[src/rtl/core_pkg.sv]
// Shared execute-stage types: RV32M operation encodings and multiply/divide unit FSM states.
package core_pkg;

    typedef enum logic [2:0] {
        MDU_MUL    = 3'd0,
        MDU_MULH   = 3'd1,
        MDU_MULHSU = 3'd2,
        MDU_MULHU  = 3'd3,
        MDU_DIV    = 3'd4,
        MDU_DIVU   = 3'd5,
        MDU_REM    = 3'd6,
        MDU_REMU   = 3'd7
    } mdu_op_t;

    typedef enum logic [2:0] {
        MDU_ST_IDLE     = 3'd0,
        MDU_ST_MUL      = 3'd1,
        MDU_ST_DIV_INIT = 3'd2,
        MDU_ST_DIV_ITER = 3'd3,
        MDU_ST_DIV_FIX  = 3'd4,
        MDU_ST_DONE     = 3'd5
    } mdu_state_t;

    function automatic int unsigned mdu_div_latency(int unsigned xlen, int unsigned div_bits);
        return xlen / div_bits + 2;
    endfunction

    localparam int unsigned MDU_DIV_LATENCY = mdu_div_latency(32, 1);

endpackage

[src/rtl/mdu_divider.sv]
// Restoring shift-subtract divider on unsigned magnitudes, DIV_BITS quotient bits per cycle.
module mdu_divider #(
    parameter int unsigned XLEN     = 32,
    parameter int unsigned DIV_BITS = 1
) (
    input  logic            clk_i,
    input  logic            rst_n_i,
    input  logic            start_i,
    input  logic            abort_i,
    input  logic [XLEN-1:0] dividend_i,
    input  logic [XLEN-1:0] divisor_i,
    output logic            last_o,
    output logic [XLEN-1:0] quotient_o,
    output logic [XLEN-1:0] remainder_o
);

    localparam int unsigned ITERS = XLEN / DIV_BITS;
    localparam int unsigned CNT_W = $clog2(ITERS);

    logic [XLEN-1:0]  rem_q, rem_d, quo_q, quo_d, div_q, div_d;
    logic [CNT_W-1:0] cnt_q, cnt_d;
    logic             active_q, active_d;
    logic [XLEN-1:0]  rem_step, quo_step;
    logic [XLEN:0]    shifted, trial;

    // quo_q starts as the dividend and is shifted out MSB-first as quotient bits shift in
    always_comb begin
        rem_step = rem_q;
        quo_step = quo_q;
        shifted  = '0;
        trial    = '0;
        for (int i = 0; i < DIV_BITS; i++) begin
            shifted  = {rem_step, quo_step[XLEN-1]};
            trial    = shifted - {1'b0, div_q};
            quo_step = {quo_step[XLEN-2:0], ~trial[XLEN]};
            rem_step = trial[XLEN] ? shifted[XLEN-1:0] : trial[XLEN-1:0];
        end
    end

    always_comb begin
        rem_d    = rem_q;
        quo_d    = quo_q;
        div_d    = div_q;
        cnt_d    = cnt_q;
        active_d = active_q;
        if (abort_i) begin
            active_d = 1'b0;
        end else if (start_i) begin
            rem_d    = '0;
            quo_d    = dividend_i;
            div_d    = divisor_i;
            cnt_d    = CNT_W'(ITERS - 1);
            active_d = 1'b1;
        end else if (active_q) begin
            rem_d = rem_step;
            quo_d = quo_step;
            cnt_d = cnt_q - 1'b1;
            if (cnt_q == '0) begin
                active_d = 1'b0;
            end
        end
    end

    always_ff @(posedge clk_i or negedge rst_n_i) begin
        if (!rst_n_i) begin
            rem_q    <= '0;
            quo_q    <= '0;
            div_q    <= '0;
            cnt_q    <= '0;
            active_q <= 1'b0;
        end else begin
            rem_q    <= rem_d;
            quo_q    <= quo_d;
            div_q    <= div_d;
            cnt_q    <= cnt_d;
            active_q <= active_d;
        end
    end

    assign last_o      = active_q && (cnt_q == '0);
    assign quotient_o  = quo_q;
    assign remainder_o = rem_q;

endmodule

[src/rtl/ex_mdu.sv]
// RV32M multi-cycle multiply/divide unit with valid/ready request and tagged result handshakes.
// Define MDU_DIV_EARLY_OUT_EN to finish divides with |a| < |b| in two cycles.
module ex_mdu
    import core_pkg::*;
#(
    parameter int unsigned XLEN       = 32,
    parameter int unsigned MUL_STAGES = 2,
    parameter int unsigned DIV_BITS   = 1,
    parameter int unsigned TAG_W      = 5
) (
    input  logic             clk_i,
    input  logic             rst_n_i,
    input  logic             in_valid_i,
    output logic             in_ready_o,
    input  logic [2:0]       op_i,
    input  logic [XLEN-1:0]  operand_a_i,
    input  logic [XLEN-1:0]  operand_b_i,
    input  logic [TAG_W-1:0] tag_i,
    input  logic             flush_i,
    output logic             out_valid_o,
    input  logic             out_ready_i,
    output logic [XLEN-1:0]  result_o,
    output logic [TAG_W-1:0] tag_o,
    output logic             busy_o
);

    mdu_state_t       state_q, state_d;
    mdu_op_t          op_q, op_d;
    logic [XLEN-1:0]  a_q, a_d, b_q, b_d, result_q, result_d;
    logic [TAG_W-1:0] tag_q, tag_d;
    logic [2:0]       mul_cnt_q, mul_cnt_d;
    logic             q_neg_q, q_neg_d, r_neg_q, r_neg_d, special_q, special_d;

    logic              signed_div, is_rem, a_neg, b_neg, div_by_zero, overflow, early_out;
    logic              special_case, div_start, div_last;
    logic [XLEN-1:0]   a_mag, b_mag, special_res, fix_res, div_quo, div_rem;
    logic              a_sx, b_sx;
    logic [2*XLEN-1:0] a_ext, b_ext, product;
    logic [XLEN-1:0]   mul_res;

    assign a_sx    = (op_q == MDU_MULH) || (op_q == MDU_MULHSU);
    assign b_sx    = (op_q == MDU_MULH);
    assign a_ext   = {{XLEN{a_sx & a_q[XLEN-1]}}, a_q};
    assign b_ext   = {{XLEN{b_sx & b_q[XLEN-1]}}, b_q};
    assign product = a_ext * b_ext;
    assign mul_res = (op_q == MDU_MUL) ? product[XLEN-1:0] : product[2*XLEN-1:XLEN];

    assign signed_div  = (op_q == MDU_DIV) || (op_q == MDU_REM);
    assign is_rem      = op_q[1];
    assign a_neg       = signed_div & a_q[XLEN-1];
    assign b_neg       = signed_div & b_q[XLEN-1];
    assign a_mag       = a_neg ? -a_q : a_q;
    assign b_mag       = b_neg ? -b_q : b_q;
    assign div_by_zero = (b_q == '0);
    assign overflow    = signed_div && (a_q == {1'b1, {(XLEN-1){1'b0}}}) && (b_q == '1);
`ifdef MDU_DIV_EARLY_OUT_EN
    assign early_out   = !div_by_zero && (a_mag < b_mag);
`else
    assign early_out   = 1'b0;
`endif
    assign special_case = div_by_zero || overflow || early_out;

    always_comb begin
        special_res = is_rem ? a_q : '0;
        if (div_by_zero) begin
            special_res = is_rem ? a_q : '1;
        end else if (overflow) begin
            special_res = is_rem ? '0 : a_q;
        end
    end

    assign fix_res = is_rem ? (r_neg_q ? -div_rem : div_rem)
                            : (q_neg_q ? -div_quo : div_quo);

    mdu_divider #(
        .XLEN     (XLEN),
        .DIV_BITS (DIV_BITS)
    ) u_divider (
        .clk_i       (clk_i),
        .rst_n_i     (rst_n_i),
        .start_i     (div_start),
        .abort_i     (flush_i),
        .dividend_i  (a_mag),
        .divisor_i   (b_mag),
        .last_o      (div_last),
        .quotient_o  (div_quo),
        .remainder_o (div_rem)
    );

    always_comb begin
        state_d   = state_q;
        op_d      = op_q;
        a_d       = a_q;
        b_d       = b_q;
        tag_d     = tag_q;
        result_d  = result_q;
        mul_cnt_d = mul_cnt_q;
        q_neg_d   = q_neg_q;
        r_neg_d   = r_neg_q;
        special_d = special_q;
        div_start = 1'b0;
        unique case (state_q)
            MDU_ST_IDLE: begin
                if (in_valid_i && !flush_i) begin
                    op_d      = mdu_op_t'(op_i);
                    a_d       = operand_a_i;
                    b_d       = operand_b_i;
                    tag_d     = tag_i;
                    mul_cnt_d = 3'(MUL_STAGES - 1);
                    state_d   = op_i[2] ? MDU_ST_DIV_INIT : MDU_ST_MUL;
                end
            end
            MDU_ST_MUL: begin
                if (mul_cnt_q == '0) begin
                    result_d = mul_res;
                    state_d  = MDU_ST_DONE;
                end else begin
                    mul_cnt_d = mul_cnt_q - 1'b1;
                end
            end
            MDU_ST_DIV_INIT: begin
                q_neg_d   = a_neg ^ b_neg;
                r_neg_d   = a_neg;
                special_d = special_case;
                // Special results are settled here; DIV_FIX just holds them for a two-cycle latency
                if (special_case) begin
                    result_d = special_res;
                    state_d  = MDU_ST_DIV_FIX;
                end else begin
                    div_start = !flush_i;
                    state_d   = MDU_ST_DIV_ITER;
                end
            end
            MDU_ST_DIV_ITER: begin
                if (div_last) begin
                    state_d = MDU_ST_DIV_FIX;
                end
            end
            MDU_ST_DIV_FIX: begin
                if (!special_q) begin
                    result_d = fix_res;
                end
                state_d = MDU_ST_DONE;
            end
            MDU_ST_DONE: begin
                if (out_ready_i) begin
                    state_d = MDU_ST_IDLE;
                end
            end
            default: state_d = MDU_ST_IDLE;
        endcase
        if (flush_i) begin
            state_d = MDU_ST_IDLE;
        end
    end

    always_ff @(posedge clk_i or negedge rst_n_i) begin
        if (!rst_n_i) begin
            state_q   <= MDU_ST_IDLE;
            op_q      <= MDU_MUL;
            a_q       <= '0;
            b_q       <= '0;
            tag_q     <= '0;
            result_q  <= '0;
            mul_cnt_q <= '0;
            q_neg_q   <= 1'b0;
            r_neg_q   <= 1'b0;
            special_q <= 1'b0;
        end else begin
            state_q   <= state_d;
            op_q      <= op_d;
            a_q       <= a_d;
            b_q       <= b_d;
            tag_q     <= tag_d;
            result_q  <= result_d;
            mul_cnt_q <= mul_cnt_d;
            q_neg_q   <= q_neg_d;
            r_neg_q   <= r_neg_d;
            special_q <= special_d;
        end
    end

    assign in_ready_o  = (state_q == MDU_ST_IDLE);
    assign busy_o      = (state_q != MDU_ST_IDLE);
    assign out_valid_o = (state_q == MDU_ST_DONE);
    assign result_o    = result_q;
    assign tag_o       = tag_q;

endmodule

[config.mk]
export PLATFORM = sky130hd
export DESIGN_NAME = ex_mdu
export DESIGN_NICKNAME = d
export VERILOG_FILES = /design/src/rtl/core_pkg.sv /design/src/rtl/mdu_divider.sv /design/src/rtl/ex_mdu.sv
export SDC_FILE = /design/constraint.sdc
export NUM_CORES = 2
export LEC_CHECK = 0
export BUFFER_PORTS_ARGS = -buffer_cell sky130_fd_sc_hd__buf_2
export CORE_MARGIN = 2
export CORE_UTILIZATION = 30
export DETAILED_ROUTE_END_ITERATION = 10
export GPL_ROUTABILITY_DRIVEN = 0
export PLACE_DENSITY_LB_ADDON = 0.3
export REMOVE_ABC_BUFFERS = 1
export SYNTH_ARGS = -nofsm -noshare
export SYNTH_HDL_FRONTEND = slang
export SYNTH_HIERARCHICAL = 1
export SYNTH_SLANG_ARGS = --single-unit
[constraint.sdc]
create_clock -name clk_i -period 10.2 [get_ports clk_i]
set_input_delay 1.02 -clock clk_i [delete_from_list [all_inputs] [get_ports clk_i]]
set_output_delay 1.02 -clock clk_i [all_outputs]
set_load 0.02 [all_outputs]
==> out/summary.txt <==
core area -> 176000 µm²
Synth warnings -> 6
largest net degree at the start of global routing -> 143
most used cell, CP -> fa_1
Final TNS setup -> 0 ns
dpl hpwl -> 144000 µm
drt pass-1 iters -> 6
Worst Path Max Fanout -> 19
clock insertion delay at the later pin of the skew report -> 0.69 ns
TritonCTS clock tree -> built
#FFs+latches synth -> 215
WP data required -> 10.77 ns
outcome -> finished, final reports clean
Max Cap Violations -> 0
hold_buf cts -> 0
CP Launch Type -> flip-flop
Crit path depth -> 27
Fin Clk Skew -> 0.0487 ns
Primary FF master, synth -> dfrtp_1
Buf+Inv Stages, Crit Path -> 4
via count -> 41700
fin. max-slew vios -> 0
I/O pin total -> 117
Die ar. -> 180000 µm²
# resized after CTS -> 0
CP top delay family -> adder cells
CP Class -> flip-flop to flip-flop
minimum clock period after layout -> 9.33 ns
IO buf count -> 116
measured slew at the worst slew-check pin -> 1.18 ns
Sinks on Clock Net -> 215
Clock Path Buffers -> 3
Syn Area/Cell -> 8.82 µm²
Starting DRT DRC Count -> 3218
Fmax -> 107 MHz
first-pass GRT wire length -> 281000 µm
antenna-violating nets left -> 0
final hold vios -> 0
clock root buffer -> clkbuf_16
critical path arrival -> 9.91 ns
DIE HEIGHT -> 424 µm
Filler Cell Count -> 18400
count of different cell masters after synthesis -> 89
setup repair bufs after CTS -> 0
initial antenna violation count -> 3
RSZ-0062 raised after global routing -> false
Final setup viols -> 0
drt drc -> 0
number of synthesized flops with an enable pin -> 0
worst hold slack -> 0.382 ns
CP max stage cell -> fa_1
Slew headroom -> 0.210
WL/cell -> 22.0 µm
cells on worst reg2reg path -> 27
Initial Util -> 0.301
cell count after synthesis -> 6011
Area Overhead vs Synth -> 7.73%
Overflow after GRT -> 0
H-tree depth -> 1
DR vias/cell -> 5.04
vias in the first global route -> 45100
routed wire length -> 182000 µm
Hold Crit Class -> input port to asynchronous set/reset pin
sequential area share after synthesis -> 0.101
Rows -> 154
nets -> 7355
Crit. End Element -> flip-flop
ratio of cells with drive above 1 in the final layout -> 0.0741
fin crit share -> 0.915
CP peak stage delay -> 0.94 ns
Async S/R FF share, synth -> 1.00
TritonCTS buffer count -> 30
Die W -> 424 µm
clk slew on worst S/H paths -> 0.08 ns
Mapped Area -> 53000 µm²
GRT Total Usage -> 0.205
per-stage QoR:
step,area (µm²),cells,util,setup WS (ns)
after floorplan,51500,5630,-,0.498
after global placement,56100,8207,0.319,1.10
after detailed placement,56100,8207,0.319,1.02
after CTS,57100,8263,0.325,0.954
after global routing,57100,8263,0.325,0.459
final,57100,8269,0.325,0.865
final cells by class:
cell class,count,area [µm²],share of cell area
Antenna cell,6,15.0,0.000263
Clock buffer,34,776,0.0136
Clock inverter,22,260,0.00456
Inverter,1236,4640,0.0812
Multi-Input combinational cell,4179,41600,0.728
Sequential cell,215,5400,0.0946
Tap cell,2340,2930,0.0513
Timing Repair Buffer,237,1520,0.0267
per-layer routing:
metal  track usage  part of all wire  up-vias  wire length, µm
li1              -                 -    18100                -
met1         0.272              0.42    21800            75700
met2         0.335              0.47     1538            84600
met3        0.0272             0.066      312            12000
met4        0.0866             0.051        0             9280
met5             0                 0        -                0
worst paths after layout:
kind / startpoint / endpoint / slack [ns]
max reg2reg: op_q[0]$_DFFE_PN0P_ / result_o[30]$_DFFE_PN0P_ / 0.87
max: op_q[0]$_DFFE_PN0P_ / result_o[30]$_DFFE_PN0P_ / 0.87
min: rst_n_i / b_q[13]$_DFFE_PN0P_ / 0.38
min reg2reg: mul_cnt_q[0]$_DFFE_PN0P_ / mul_cnt_q[0]$_DFFE_PN0P_ / 0.45
min in group clk_i: mul_cnt_q[0]$_DFFE_PN0P_ / mul_cnt_q[0]$_DFFE_PN0P_ / 0.45
max in group asynchronous: rst_n_i / u_divider/quotient_o[10]$_DFFE_PN0P_ / 8.43
cells in the mapped netlist (all sizes together) (30+ instances only):
master,count,area share
inv,1236,0.087
fa,1126,0.43
nand2,942,0.067
and2,305,0.036
clkbuf,286,0.020
ha,253,0.060
dfrtp,215,0.10
o21ai,210,0.020
a21oi,205,0.020
nor2,180,0.013
xnor2,123,0.020
buf,95,0.0076
xor2,95,0.016
mux2,76,0.016
nand3,52,0.0050
and3,45,0.0053
a21o,42,0.0059
nor2b,41,0.0048
nor3,36,0.0036
a22oi,35,0.0050
o31ai,33,0.0048
nand4,31,0.0037
a221o,30,0.0057
cells in the final DEF, fill, tap and decap left out, types with 21 or more instances in the layout:
cell,synthesis,routed
mux2_2,76,76
ha_1,253,253
xnor2_1,123,123
a21oi_1,202,202
xor2_1,95,95
a31oi_1,24,24
nor3_1,35,32
a22oi_1,35,35
nor2_1,179,178
buf_2,11,115
o21ai_0,198,198
a21o_1,42,42
and2_1,304,304
and3_1,45,45
buf_4,3,119
dfrtp_1,215,196
fa_1,1126,1126
nand4_1,31,31
clkbuf_16,0,30
nand2_1,941,940
o21a_1,24,24
or4_1,21,21
nor2b_1,41,39
inv_1,1236,1236
nand3_1,51,51
a221o_1,30,30
o31ai_1,32,31
state kept, by name (all words and copies together), names as in the netlist:
name / count
q_neg_q: 1
u_divider/remainder_o: 32
op_q: 3
u_divider/active_q: 1
mul_cnt_q: 3
b_q: 32
result_o: 32
a_q: 32
u_divider/quotient_o: 32
u_divider/cnt_q: 5
r_neg_q: 1
state_q: 3
u_divider/div_q: 32
special_q: 1
tag_o: 5
kinds of logic after synthesis:
family          synth area share
compound gates            0.0915
xor+xnor                  0.0360
fa+ha+maj                  0.485
buf+inv                    0.115
flops                      0.101
mux                       0.0175
simple gates               0.153
Power is left out: the tool's default activity adds up to more than one toggle a clock period on the data nets, which glitch-free logic cannot reach.
